<file path="config.mk">
export PLATFORM = sky130hd
export DESIGN_NAME = interpolator
export DESIGN_NICKNAME = d
export VERILOG_FILES = /design/src/rtl/interpolator_pkg.sv /design/src/rtl/interp_step_mult.sv /design/src/rtl/interpolator.sv
export SDC_FILE = /design/constraint.sdc
export NUM_CORES = 1
export LEC_CHECK = 0
export ABC_CLOCK_PERIOD_IN_PS = 2000
export BUFFER_PORTS_ARGS = -buffer_cell sky130_fd_sc_hd__clkbuf_2
export CAP_MARGIN = 10
export CORE_MARGIN = 2
export CORE_UTILIZATION = 40
export CTS_CLUSTER_SIZE = 24
export DETAILED_ROUTE_END_ITERATION = 10
export PLACE_DENSITY = 0.74
export SLEW_MARGIN = 20
export SYNTH_ARGS = -nofsm -noshare
export SYNTH_HDL_FRONTEND = slang
export SYNTH_HIERARCHICAL = 1
export SYNTH_SLANG_ARGS = --single-unit
</file>
<file path="constraint.sdc">
create_clock -name clk -period 2 [get_ports clk]
set_clock_uncertainty 0.05 [all_clocks]
set_input_delay 0.2 -clock clk [delete_from_list [all_inputs] [get_ports clk]]
set_output_delay 0.2 -clock clk [all_outputs]
set_load 0.02 [all_outputs]
</file>
<file path="src/rtl/interpolator_pkg.sv">
// Shared types and helpers for the interpolator.
// INTERP_LINEAR_EN selects linear interpolation; without it the block
// performs a zero-order hold.
package interpolator_pkg;

    typedef enum logic [1:0] {
        ST_IDLE = 2'd0,
        ST_CALC = 2'd1,
        ST_EMIT = 2'd2
    } interp_state_t;

    // Width of the factor-minus-one / burst index counter.
    function automatic int cnt_width(input int max_n);
        return (max_n > 1) ? $clog2(max_n) : 1;
    endfunction

    // Signed accumulator width: W data bits, one for the difference, one guard, D fraction.
    function automatic int acc_width(input int w, input int d);
        return w + 2 + d;
    endfunction

    localparam int DEF_CNT_W = cnt_width(10);
    localparam int DEF_ACC_W = acc_width(14, 28);

    // floor(2^d / n), evaluated only on constants at elaboration time.
    function automatic logic [63:0] recip(input int n, input int d);
        return (64'd1 << d) / 64'(n);
    endfunction

endpackage

</file>
<file path="src/rtl/interp_step_mult.sv">
// Registered signed x unsigned multiply with load enable, 1-cycle latency.
module interp_step_mult #(
    parameter int A_W = 15,
    parameter int B_W = 29
) (
    input  logic                      clk,
    input  logic                      en,
    input  logic signed [A_W-1:0]     a,
    input  logic        [B_W-1:0]     b,
    output logic signed [A_W+B_W-1:0] p
);

    localparam int P_W = A_W + B_W;

    logic signed [P_W-1:0] a_ext;
    logic signed [P_W-1:0] b_ext;

    // b is zero-extended so it is treated as unsigned in the signed product.
    assign a_ext = P_W'(a);
    assign b_ext = $signed(P_W'(b));

    // Product register; held between loads so it serves as the burst step.
    always_ff @(posedge clk) begin
        if (en) begin
            p <= a_ext * b_ext;
        end
    end

endmodule

</file>
<file path="src/rtl/interpolator.sv">
// Upsampling interpolator: one input sample expands into a burst of N outputs.
// INTERP_LINEAR_EN defined: linear ramp from the previous to the current input.
// INTERP_LINEAR_EN undefined: zero-order hold (every burst sample equals the input).
module interpolator
    import interpolator_pkg::*;
#(
    parameter int INT_MAX_INTERP_BY = 10,
    parameter int INT_IN_DATA_WIDTH = 14,
    parameter int INT_DIVISOR_WIDTH = 28
) (
    input  logic                                   clk,
    input  logic                                   rst,
    input  logic                                   i_valid,
    output logic                                   o_ready,
    input  logic signed [INT_IN_DATA_WIDTH-1:0]    i_data,
    input  logic                                   i_interp_cmd_valid,
    input  logic [$clog2(INT_MAX_INTERP_BY)-1:0]   i_interp_cmd_data,
    output logic                                   o_valid,
    input  logic                                   i_ready,
    output logic signed [INT_IN_DATA_WIDTH-1:0]    o_data,
    output logic                                   o_last
);

    localparam int W     = INT_IN_DATA_WIDTH;
    localparam int D     = INT_DIVISOR_WIDTH;
    localparam int CW    = cnt_width(INT_MAX_INTERP_BY);
    localparam int ACC_W = acc_width(W, D);
    localparam logic [CW-1:0] N_MAX_M1 = CW'(INT_MAX_INTERP_BY - 1);

    interp_state_t state;
    logic [CW-1:0] n_m1;
    logic [CW-1:0] j;
    logic [CW-1:0] j_nx;
    logic [CW-1:0] cmd_n_m1;
    logic          accept;
    logic          out_hs;

    assign o_ready  = !rst && !i_interp_cmd_valid && (state == ST_IDLE);
    assign accept   = i_valid && o_ready;
    assign out_hs   = o_valid && i_ready;
    assign j_nx     = j + 1'b1;
    assign cmd_n_m1 = (i_interp_cmd_data > N_MAX_M1) ? N_MAX_M1 : i_interp_cmd_data;

`ifdef INTERP_LINEAR_EN
    localparam int RW = D + 1;
    localparam int DW = W + 1;
    localparam logic signed [ACC_W-1:0] HALF = {{(ACC_W-D){1'b0}}, 1'b1, {(D-1){1'b0}}};

    logic signed [W-1:0]     prev;
    logic signed [W-1:0]     cur;
    logic signed [DW-1:0]    diff;
    logic        [RW-1:0]    recip_tab [INT_MAX_INTERP_BY];
    logic        [RW-1:0]    recip_sel;
    logic signed [ACC_W-1:0] step;
    logic signed [ACC_W-1:0] acc;
    logic signed [ACC_W-1:0] first;
    logic signed [ACC_W-1:0] acc_nx;

    for (genvar k = 0; k < INT_MAX_INTERP_BY; k++) begin : g_recip
        assign recip_tab[k] = RW'(recip(k + 1, D));
    end

    assign recip_sel = recip_tab[n_m1];
    assign diff      = DW'(i_data) - DW'(prev);
    assign first     = (ACC_W'(prev) <<< D) + step;
    assign acc_nx    = acc + step;

    // Step is loaded on the accepting edge and held for the whole burst.
    interp_step_mult #(
        .A_W (DW),
        .B_W (RW)
    ) u_step_mult (
        .clk (clk),
        .en  (accept),
        .a   (diff),
        .b   (recip_sel),
        .p   (step)
    );

    function automatic logic signed [W-1:0] rnd(input logic signed [ACC_W-1:0] x);
        return W'((x + HALF) >>> D);
    endfunction
`endif

    // Control FSM with registered output stage; acc always tracks the sample on o_data.
    always_ff @(posedge clk) begin
        if (rst) begin
            state   <= ST_IDLE;
            n_m1    <= N_MAX_M1;
            j       <= '0;
            o_valid <= 1'b0;
            o_last  <= 1'b0;
            o_data  <= '0;
`ifdef INTERP_LINEAR_EN
            prev    <= '0;
            cur     <= '0;
            acc     <= '0;
`endif
        end else if (i_interp_cmd_valid) begin
            n_m1    <= cmd_n_m1;
            state   <= ST_IDLE;
            o_valid <= 1'b0;
            o_last  <= 1'b0;
        end else begin
            case (state)
                ST_IDLE: begin
                    if (accept) begin
                        j <= '0;
`ifdef INTERP_LINEAR_EN
                        cur   <= i_data;
                        state <= ST_CALC;
`else
                        state   <= ST_EMIT;
                        o_valid <= 1'b1;
                        o_data  <= i_data;
                        o_last  <= (n_m1 == '0);
`endif
                    end
                end
`ifdef INTERP_LINEAR_EN
                ST_CALC: begin
                    state   <= ST_EMIT;
                    o_valid <= 1'b1;
                    acc     <= first;
                    if (n_m1 == '0) begin
                        o_data <= cur;
                        o_last <= 1'b1;
                    end else begin
                        o_data <= rnd(first);
                        o_last <= 1'b0;
                    end
                end
`endif
                ST_EMIT: begin
                    if (out_hs) begin
                        if (j == n_m1) begin
                            state   <= ST_IDLE;
                            o_valid <= 1'b0;
                            o_last  <= 1'b0;
`ifdef INTERP_LINEAR_EN
                            prev    <= cur;
`endif
                        end else begin
                            j      <= j_nx;
                            o_last <= (j_nx == n_m1);
`ifdef INTERP_LINEAR_EN
                            acc    <= acc_nx;
                            o_data <= (j_nx == n_m1) ? cur : rnd(acc_nx);
`endif
                        end
                    end
                end
                default: state <= ST_IDLE;
            endcase
        end
    end

endmodule

</file>
======== Word level (Yosys, flattened, before mapping) ========
Cells that the tools add are included.
W data, S select, Z words.
word-level totals
  register bits after elaboration ......... 26
  input port bits ......................... 23
  output and inout port bits .............. 17
  word-level logic and storage cells ...... 48
operators by class
  $add $sub $neg .......................... 1
  magnitude comparators ................... 1
  equality and inequality tests ........... 7
  mux-type cells .......................... 17
  bitwise logic cells ..................... 1
  reductions and logical operators ........ 15
operator list
  operator               number
  $mux W4                4
  $reduce_and A3 Y1      3
  $eq A4 B4 Y1           2
  $ne A2 B2 Y1 const B   4
  $pmux W4 S2            1
  $mux W1                6
  $mux W2                3
  $reduce_and A5 Y1      1
  $add A4 B1 Y4 const B  1
  $gt A4 B4 Y1 const B   1
  $logic_and A1 B1 Y1    4
  $logic_not A4 Y1       1
  $pmux W1 S2            2
  $pmux W2 S2            1
  $reduce_and A4 Y1      1
  $eq A2 B2 Y1 const B   1
  $logic_not A1 Y1       2
  $logic_not A2 Y1       1
  $reduce_bool A2 Y1     1
  $reduce_or A2 Y1       1
  $not A1 Y1             1

======== Depth between registers and ports, before layout ========
Gate-level depths: netlist (run 1).
  depth in word-level cells ............... 6
  gate-level depth with buffers ........... 7
  gate-level depth less buffers ........... 5

======== Worst setup path after synthesis (run 1) ========
Ideal clock, no wire load.
  path kind ............................... reg-to-reg
  start ................................... reg o_valid
  end ..................................... reg j[2]
  library setup time ...................... 0.074 ns
  arrival time ............................ 1.829 ns
  data required time ...................... 1.876 ns
  slack ................................... 0.047 ns
  stages on the path, launching flop included .. 6
  path buffers ............................ 1
  period minus slack after synthesis ...... 1.953 ns
  cells stage by stage .................... dfxtp_1 > or4b_1 > buf_2 > o21a_1 > or4_1 > a31oi_1
on the way
  cells in the longest elaborated chain, start to end .. 3
RTL lines
  what                         RTL line             source
  from (decl)                  interpolator.sv:18   output logic o_valid,
  from (signal assigned)       interpolator.sv:91   o_valid <= 1'b0;
  from (signal assigned)       interpolator.sv:102  o_valid <= 1'b0;
  from (signal assigned)       interpolator.sv:114  o_valid <= 1'b1;
  $logic_and A1 B1 Y1          interpolator.sv:40   assign out_hs = o_valid && i_ready;
  $ne A2 B2 Y1 (no line)       --
  $reduce_and A5 Y1 (no line)  --
  to (signal assigned)         interpolator.sv:144  j <= j_nx;
  to (decl)                    interpolator.sv:32   logic [CW-1:0] j;
Every way passes these cells.
A chain may end at the register's enable or synchronous reset.

======== Worst setup path in the final report (run 1) ========
  start ................................... reg o_valid
  end ..................................... reg j[3]
The elaborated chain is that of the path after synthesis.

==> results of run 1 <==
[placed cells by master (no fill, tap or decap), types with 4 or more instances in the layout]
cell type                  count
sky130_fd_sc_hd__a31oi_1       4
sky130_fd_sc_hd__a21oi_1      16
sky130_fd_sc_hd__nand2_1      33
sky130_fd_sc_hd__nor2_1        5
sky130_fd_sc_hd__buf_4         5
sky130_fd_sc_hd__o21ai_0       4
sky130_fd_sc_hd__xor2_1        6
sky130_fd_sc_hd__dfxtp_1      24
sky130_fd_sc_hd__clkbuf_2     39
[per-layer routing]
layer,up-vias,wire [µm],track usage
met4,0,27,0.0697
met3,2,159,0.0302
met5,-,0,0
met2,43,1170,0.284
met1,479,1120,0.214
li1,542,-,-
[power breakdown]
| group | internal (µW) | total [µW] | switching, µW |
|---|---|---|---|
| clock | 203 | 355 | 152 |
| combinational | 46.2 | 112 | 65.4 |
| sequential | 492 | 501 | 8.75 |
| total | 741 | 967 | 226 |
[flip-flops by register name (all words and copies together), names as in the netlist]
register,count
n_m1,4
o_last,1
o_valid,1
o_data,14
j,4
[per-stage QoR]
| stage | hold WS [ps] | utilization | setup WS, ps | total power (µW) | instance area, µm² |
|---|---|---|---|---|---|
| after floorplan | 257 | - | 47.2 | 575 | 1070 |
| after global placement | 375 | 0.523 | 216 | 620 | 1310 |
| after detailed placement | 381 | 0.523 | 146 | 623 | 1310 |
| after CTS | 15.5 | 0.544 | 138 | 982 | 1360 |
| after global routing | 16.1 | 0.544 | 57.8 | 1010 | 1360 |
| final | 27.1 | 0.544 | 142 | 967 | 1360 |
[worst max-delay path by stage]
stage | cells past startpoint | start | to
after global routing | 4 | o_valid | j[0]
final | 4 | o_valid | j[3]
after CTS | 4 | o_valid | j[3]
after floorplan | 5 | o_valid | j[2]
after detailed placement | 5 | i_interp_cmd_valid | j[2]
after global placement | 5 | i_interp_cmd_valid | j[3]
[area by class of cell]
class | count | area [µm²]
clock buffers | 3 | 22.5
clock inverters | 1 | 30.0
fillers | 241 | 1140
inverters | 3 | 11.3
multi-input cells | 98 | 544
flip-flops and latches | 24 | 480
well taps | 30 | 37.5
repair buffers | 44 | 233
[tightest hold or removal path, stage by stage]
cell	delay, ps
sky130_fd_sc_hd__clkbuf_2	80
sky130_fd_sc_hd__nand2_1	40
sky130_fd_sc_hd__a21oi_1	50
[logic make-up after synthesis]
| family | Yosys count | share of synthesized area |
|---|---|---|
| compound gates | 31 | 0.169 |
| flops | 24 | 0.449 |
| fa+ha+maj | 1 | 0.0117 |
| simple gates | 58 | 0.261 |
| xor+xnor | 7 | 0.0572 |
| mux | 1 | 0.00935 |
| buf+inv | 12 | 0.0432 |
==> results, run 1 <==
- The worst hold path endpoint is o_data[13].
- The synthesized instance count is 134.
- The number of remaining DRC errors is 0.
- STA classifies the critical path endpoint as a flop.
- The highest clock frequency the design can meet is 538 MHz.
- The fraction of post-synthesis cell area in the top cell type by area is 0.449.
- The floorplan die area is 3110 µm².
- The number of antenna repair diodes is 0.
- Input and output buffers added on the ports amount to 39.
- The Yosys step of the flow raised 6 warnings.
- The number of different library cells in the post-synthesis netlist is 29.
- Setup violations remaining at the end of the flow were counted as 0.
- Sorting the synthesized cells by area gives the leading types as sky130_fd_sc_hd__dfxtp_1, sky130_fd_sc_hd__nand2_1, sky130_fd_sc_hd__a21oi_1.
- The layout net count is 198.
- CTS built an H-tree with a depth of 1.
- The routed design has 2480 µm of wire.
- The initial antenna violation count is 0.
- The CTS tree is done.
- The leakage power is 0.000575 µW.
- Summed over all nets, the half-perimeter wirelength after detailed placement is 1820 µm.
- The buffer depth of the longest clock path is 2.
- After synthesis the cells add up to 1070 µm².
- Yosys mapped a number of flops with a built-in enable equal to 0.
- The data required time of the worst path is 2210 ps.
- The most area-hungry cell type in the Yosys netlist is sky130_fd_sc_hd__dfxtp_1.
- In this run the register-to-register setup slack is 140 ps.
- The type of the worst min-delay path is input port to flop.
- The proportion of synthesized chip area in sequential cells is 0.449.
- Entering global routing, the biggest net connects 29 pins.
- Excluding fillers, the count of instances in the completed layout stands at 203.
- After global routing the overflow that remains totals 0.
- The maximum vdd ir drop is 417 µV.
- Dividing the final minimum period by the clock period gives 0.929.
- The via count of the first global-routing pass is 997.
- The wire length of the first global-routing pass is 4280 µm.
- Pin placement for this block handled 40 I/O pins.
- After clock tree synthesis, the clock-pin slew on the worst setup and hold paths is 130 ps.
- The most frequently used flop master after synthesis is sky130_fd_sc_hd__dfxtp_1.
- Measured along the y axis, the die boundary spans 55.7 µm.
- The total CTS buffers is 3.
- Setup repair after global routing left no endpoint under its margin.
- In the final layout, the share of cells above drive strength 1 is 0.277.
- By count the netlist is led by sky130_fd_sc_hd__nand2_1, sky130_fd_sc_hd__dfxtp_1, sky130_fd_sc_hd__a21oi_1, sky130_fd_sc_hd__clkbuf_1, sky130_fd_sc_hd__xor2_1.
- The most common cell in the netlist is sky130_fd_sc_hd__nand2_1.
- The post-cts sizing count is 0.
- Summed over all failing endpoints, the final setup total negative slack is 0 ps.
- The run finished with clean final reports.
- The average cell area after synthesis is 7.99 µm².
- The final count of hold timing violations is 0.
- The first detailed-routing pass took 4 iterations.
- Walking the worst path, the cells encountered are or4b_1 -> o21a_1 -> or4b_1 -> a31oi_1.
- The post-route minimum period is 1860 ps.
- The region available for standard cell placement spans 2500 µm².
- The floorplan has 18 rows.
- After clock tree synthesis, the flow added hold-fix buffers numbering 0.
- The average wire per cell in the routed design is 12.2 µm.
- The top cell family by delay on the critical path is simple AND/OR/NAND/NOR gates.
- The number of cells on the worst reg-to-reg path is 4.
- The reg-to-reg critical path endpoint is j[3].
- The number of nets handed over by synthesis was 158.
- The violation count after the first detailed-route iteration is 29.
- The critical path buffer and inverter count is 0.
- The worst hold path startpoint is i_data[13].
- For this configuration, the core starts out at a cell density of 0.428.
- The start of the worst register-to-register path is o_valid.
- Across the run, the number of max-cap violations was 0.
- The clock drives 24 sinks.
- The relative max-transition margin is 0.671.
- The most numerous cell on the critical path is sky130_fd_sc_hd__or4b_1.
- STA classifies the critical path startpoint as a flop.
- The cell with the biggest individual delay on the critical path is sky130_fd_sc_hd__or4b_1.
- The overall track demand over capacity in global routing is 0.170.
- The count of pins over their slew limit is 0.
- For this design the ratio of total power to cell area is 712 nW/µm².
- The latest clock arrival within the worst-skew pair is 320 ps.
- The count of antenna-violating nets left after detailed routing is 0.
- The proportion of synthesized flip-flops having asynchronous set or reset is 0.
- The layout-stage area growth over the synthesis result is 26.9%.
- At the worst endpoint, the arrival time is 2070 ps.
- The placed cell count is 199.
- The die is 55.7 µm wide.
- The pin slew with the least headroom to its limit is 493 ps.
- The biggest fanout along the worst timing path is 6.
- The category of the most critical setup path is flop to flop.
- The weighted congestion reported at the end of routability-driven placement is 0.852.
- The cell count of the worst hold path is 3.
- The root buffer cell chosen for the clock tree is sky130_fd_sc_hd__clkbuf_4.
- Buffers added to address setup during post-CTS repair amount to 0.
- In this design, the stage delay of the slowest critical-path cell is 550 ps.
- The number of vias per cell after detailed routing is 5.25.
- Detailed routing inserted a total of 1,066 vias.
- The total of flip-flops plus latches after synthesis is 24.
Power figures use the tool's default switching activity.
==> run 2, diff against run 1 <==
- CORE_ASPECT_RATIO: not set -> 1.5
==> results, run 2 (same netlist as run 1, synthesis figures left out) <==
- In the layout the commonest cells are sky130_fd_sc_hd__clkbuf_2, sky130_fd_sc_hd__nand2_1, sky130_fd_sc_hd__dfxtp_1.
- The setup slack on the worst flop-to-flop path is 170 ps.
- The setup TNS is 0 ps.
- The detailed router finished its first iteration with 29 violations.
- In the final layout, the registers with the most flip-flops are o_data x14, j x4, n_m1 x4.
- The launching element type of the critical path is a flop.
- In this run the number of H-tree levels came out at 1.
- The leakage power is 0.000568 µW.
- The total length of routed wires is 2550 µm.
- For this run, the detailed router's first-pass iteration total came to 4.
- The number of setup buffers added after CTS is 0.
- The cell count of the worst hold path is 3.
- Setup repair after global routing left no endpoint under its margin.
- The initial utilization of the core area, before any placement, comes to 0.409.
- Detailed placement ended at an HPWL of 1960 µm.
- The relative max-transition margin is 0.673.
- At the worst endpoint, the arrival time is 1970 ps.
- After detailed routing, the average wire length per cell comes to 12.2 µm.
- The flow ran to the end, and the final reports show no timing, DRC or antenna violations.
- The count of pins over their slew limit is 0.
- For this run the aggregate overflow at the end of global routing stands at 0.
- The number of buffers inserted by hold repair at cts is 0.
- Clock-pin slew was measured on the worst setup and hold paths at 80 ps.
- In this run the worst path has a maximum fanout of 6.
- For the pin with the worst max-slew slack, the measured transition is 491 ps.
- Of the total power, the share spent switching nets is 0.240.
- Of the total power, registers draw 0.566.
- The floorplan step set the die width to 46.3 µm.
- The multi-input combinational cells in the finished layout cover a total of 544 µm².
- Relative to the synthesized area, the layout overhead comes to 26.6%.
- The congestion estimate from routability-driven global placement came to 0.873.
- After detailed routing, the number of remaining DRC violations is 0.
- The layout net count is 198.
- 0 antenna diodes ended up in the layout.
- The worst path in the final design needs a cycle of 1830 ps, including I/O delays and setup.
- The clock net sink count is 24.
- The overall track demand over capacity in global routing is 0.171.
- The initial antenna violation count was 0.
- The floorplan step set the die height to 67.4 µm.
- The post-route clock period utilization is 0.916.
- The wire length of the first global-routing pass is 4010 µm.
- For the worst setup path, the data required time is 2140 ps.
- After filler insertion, the fill cell instance count of the layout stands at 264.
- The total CTS buffers is 3.
- The power per unit of standard cell area is 652 nW/µm².
- Pin placement for this block handled 40 I/O pins.
- After floorplanning, the core was sized to cover 2620 µm².
- The number of vias per cell after detailed routing is 5.10.
- The type of the worst min-delay path is input port to flop.
- The final count of hold timing violations is 0.
- The worst hold path startpoint is i_data[12].
- The reg-to-reg critical path endpoint is j[3].
- The flip-flop count of the largest register after layout is 14.
- The detail route stage leaves a number of antenna-violating nets equal to 0.
- Summing all flip-flop and latch instances after layout gives 480 µm².
- The register containing the most flip-flops in the final layout is o_data.
- Summed over all nets, the switching power comes to 212 µW.
- The floorplan has 23 rows.
- The via count of the first global-routing pass is 970.
- The floorplan step defined a die boundary enclosing 3120 µm².
- The most common cell after layout, fill and taps aside is sky130_fd_sc_hd__clkbuf_2.
- The share of final-layout standard cells stronger than drive strength 1 is 0.273.
- The final route contains 1,066 vias.
- The tool flagged a number of max-cap violations equal to 0.
- The number of port buffers is 39.
- The highest clock frequency the design can meet is 546 MHz.
- The CTS tree is done.
- The latest clock arrival within the worst-skew pair is 260 ps.
- Across the VDD grid, the largest voltage drop is 351 µV.
- Entering global routing, the biggest net connects 29 pins.
- The tree is rooted in a sky130_fd_sc_hd__clkbuf_8.
- The category of the worst setup path capture point is a flop.
- The post-cts sizing count is 0.
- The buffer depth of the longest clock path is 2.
- The internal power of the cells totals 672 µW.
- The final number of setup-violating endpoints is 0.
- The worst register-to-register path begins at o_valid.
- The share of total power dissipated in the clock network is 0.306.
- On the final layout, the worst hold slack is 105 ps.
- The number of cells on the worst reg-to-reg path is 4.
- The critical path in this run is classified as flop to flop.
- The worst hold path endpoint is o_data[12].
- The share of total power dissipated in combinational logic is 0.127.
## run 2: cell count changes in the layout (fill, tap and decap cells not counted), sizes merged
cell | before | now
bufinv | 1 | 0
## run 2: per-layer routing
layer,global-route usage,vias to the layer above,share of wire
met2,0.302,29,0.52
met4,0.0893,0,0.017
met1,0.193,488,0.42
met3,0.0187,4,0.037
li1,-,545,-
met5,0,-,0
## run 2: how the worst max path moves through the flow
stage	from	endpoint	slack, ps
5_1_grt	o_valid	j[2]	60
2_1_floorplan	o_valid	j[2]	50
3_3_place_gp	i_interp_cmd_valid	j[2]	210
6_report	o_valid	j[3]	170
4_1_cts	o_valid	j[3]	160
3_5_place_dp	i_interp_cmd_valid	j[3]	150
## run 2: layout make-up
class / count / area share
clock buffer: 3 / 0.0304
inverter: 3 / 0.00830
multi-input combinational: 98 / 0.401
timing repair buffer: 44 / 0.172
sequential: 24 / 0.354
tap: 37 / 0.0341
## run 2: power groups by stage
stage          Combinational [µW]  Sequential [µW]  Clock [µW]
6_report                      113              501         271
5_1_grt                       125              502         295
4_1_cts                       113              500         281
3_5_place_dp                  113              512           0
3_3_place_gp                  109              511           0
2_1_floorplan                51.5              523           0
## run 2: critical path: stages, from the launching register on
cell	delay, ps
sky130_fd_sc_hd__dfxtp_1	310
sky130_fd_sc_hd__or4b_1	520
sky130_fd_sc_hd__o21a_1	190
sky130_fd_sc_hd__or4b_1	530
sky130_fd_sc_hd__a31oi_1	170
## run 2: per-stage QoR
step / instance area (µm²) / std cells / util / setup slack (ps) / total power (µW)
3_5_place_dp: 1320 / 206 / 0.502 / 150 / 625
5_1_grt: 1360 / 209 / 0.518 / 58.2 / 922
4_1_cts: 1360 / 209 / 0.518 / 158 / 895
2_1_floorplan: 1070 / 134 / - / 47.2 / 575
6_report: 1360 / 209 / 0.518 / 168 / 884
3_3_place_gp: 1320 / 206 / 0.502 / 206 / 620
==> run 3, diff against run 2 <==
- ABC_CLOCK_PERIOD_IN_PS: 2000 -> 1600
- SKIP_CTS_REPAIR_TIMING: not set -> 1
- clock period: 2 -> 1.6 ns (I/O delays scaled with it)
==> results, run 3 (same netlist as run 1, synthesis figures left out) <==
- The wire length of the first global-routing pass is 3880 µm.
- In this run, placement finished with an instance count of 214.
- The via count of the first global-routing pass came to 986.
- The clock tree root driver cell is sky130_fd_sc_hd__clkbuf_8.
- Detailed placement ended at an HPWL of 1950 µm.
- The post-route minimum period is 1730 ps.
- The weighted congestion reported at the end of routability-driven placement is 0.798.
- Setup repair after global routing could not meet its margin everywhere.
- The register containing the most flip-flops in the final layout is o_data.
- Summed over all layers, the global routing overflow is 0.
- The critical path arrival is 1870 ps.
- The maximum vdd ir drop is 361 µV.
- The layout-stage area growth over the synthesis result is 35.6%.
- The leakage power is 0.000619 µW.
- The footprint of the flip-flops and latches is 484 µm².
- The critical path in this run is classified as flop to flop.
- Timing would allow up to 577 MHz.
- The total length of routed wires is 2580 µm.
- Power spread over the standard cell area amounts to 779 nW/µm².
- The violation count after the first detailed-route iteration is 36.
- The final number of setup-violating endpoints is 3.
- The register with the most flip-flops in the layout has 14 of them.
- At the end of the flow, the number of nets in the layout was 207.
- The number of remaining DRC errors is 0.
- STA classifies the critical path endpoint as a flop.
- At the end of the flow the core is filled with cells to 0.555.
- STA puts the critical path data required time at 1740 ps.
- The count of pins over their slew limit is 0.
- The floorplan die area is 3120 µm².
- For this run, the detailed router's first-pass iteration total came to 4.
- The initial antenna violation count is 0.
- 0 antenna diodes ended up in the layout.
- The final reports fail on negative setup slack.
- For the worst-skew pair, the clock arrives at the later sink with an insertion delay of 260 ps.
- For this run, the number of standard cells in the final layout without fillers is 219.
- On the worst path, the slowest cell contributes a delay of 500 ps.
- The average wire per cell in the routed design is 11.8 µm.
- The share of final-layout standard cells stronger than drive strength 1 is 0.335.
- The slowest stage of the critical path is the sky130_fd_sc_hd__or4b_1 cell.
- During I/O placement, the number of pins put on the boundary was 40.
- The biggest fanout along the worst timing path is 4.
- Clock-pin slew was measured on the worst setup and hold paths at 80 ps.
- STA classifies the critical path startpoint as a flop.
- Counting the fill cells in the layout gives 249.
- Across all setup checks in the final design, the least slack found is -134 ps.
- The number of vias per cell after detailed routing is 5.04.
- The number of port buffers is 39.
- The minimum hold slack is 59.2 ps.
- The largest registers in the layout are o_data x14, j x4, n_m1 x4.
- The starting density of the core is 0.409.
- The height of the die is 67.4 µm.
- TritonCTS built the clock tree.
- The library cells used most frequently in the layout, excluding fill and tap cells, are sky130_fd_sc_hd__clkbuf_2, sky130_fd_sc_hd__nand2_1, sky130_fd_sc_hd__dfxtp_1.
- In this run the standard cell core region covers 2620 µm².
- The multi-input combinational cell area is 566 µm².
- The library cell used most frequently in the layout, excluding fill and tap cells, is sky130_fd_sc_hd__clkbuf_2.
- The flow ran to the end, but the final reports show violations.
- The setup slack on the worst flop-to-flop path is -130 ps.
- The critical path goes through or4b_4 -> o21a_1 -> or4b_1 -> a31oi_1.
- The critical path buffer and inverter count is 0.
- In this run the worst hold path is classified as input port to flop.
- In the finished design, the share of the clock period the worst path needs comes to 1.08.
- The floorplan has 23 rows.
- The final count of hold timing violations was 0.
- Entering global routing, the biggest net connects 29 pins.
- Counting along the longest clock path gives a buffer depth of 2.
- Headroom to the max-slew limit came out at 0.673.
- CTS saw 24 sinks.
- The number of levels the H-tree was split into is 1.
- Summing over every cut layer, the via total after detailed routing is 1,103.
- The overall track demand over capacity in global routing is 0.169.
- The pin slew with the least headroom to its limit is 491 ps.
- Clock tree synthesis inserted a total of 3 buffers.
- The count of antenna-violating nets left after detailed routing is 0.
- The die is 46.3 µm wide.
- The count of max-cap constraint violations is 0.
- The top cell family by delay on the critical path is simple AND/OR/NAND/NOR gates.
## run 3: changes by cell type in the layout (fill, tap and decap cells not counted), sizes merged
cell	change
buf	+9
clkbuf	+1
## run 3: report_power, final
part           switching [µW]  total (µW)  internal, µW
clock                     172         350           177
sequential               10.8         624           613
combinational            87.5         157          69.6
total                     271        1130           860
## run 3: area by class of cell
cell class              instances  share of cell area
clock buffers                   4              0.0310
flip-flops and latches         24               0.333
inverters                       3             0.00775
repair buffers                 53               0.207
multi-input cells              98               0.389
well taps                      37              0.0319
## run 3: final timing paths
path | startpoint | endpoint | cells past startpoint
max | o_valid | j[3] | 4
min | i_ready | o_valid | 2
max reg2reg | o_valid | j[3] | 4
min reg2reg | o_data[8] | o_data[8] | 2
## run 3: metal layers
| metal | global-route usage | vias to the layer above | routed length [µm] |
|---|---|---|---|
| met1 | 0.163 | 502 | 1060 |
| li1 | - | 557 | - |
| met4 | 0.0786 | 0 | 36 |
| met5 | 0 | - | 0 |
| met3 | 0.0241 | 4 | 113 |
| met2 | 0.328 | 40 | 1370 |
## run 3: through the flow
step | TNS, ps | total power (µW) | setup slack (ps) | area, µm²
floorplan | -498 | 720 | -242 | 1090
finish | -265 | 1130 | -134 | 1450
detailed placement | -192 | 790 | -142 | 1390
global route | -494 | 1180 | -183 | 1450
global placement | -91.9 | 786 | -90.2 | 1390
CTS | -234 | 1140 | -161 | 1430
## run 3: worst reg2reg max path, cell delays in order (launching register included)
cell and delay, ps:
sky130_fd_sc_hd__dfxtp_4 340, sky130_fd_sc_hd__or4b_4 480, sky130_fd_sc_hd__o21a_1 150, sky130_fd_sc_hd__or4b_1 500, sky130_fd_sc_hd__a31oi_1 150
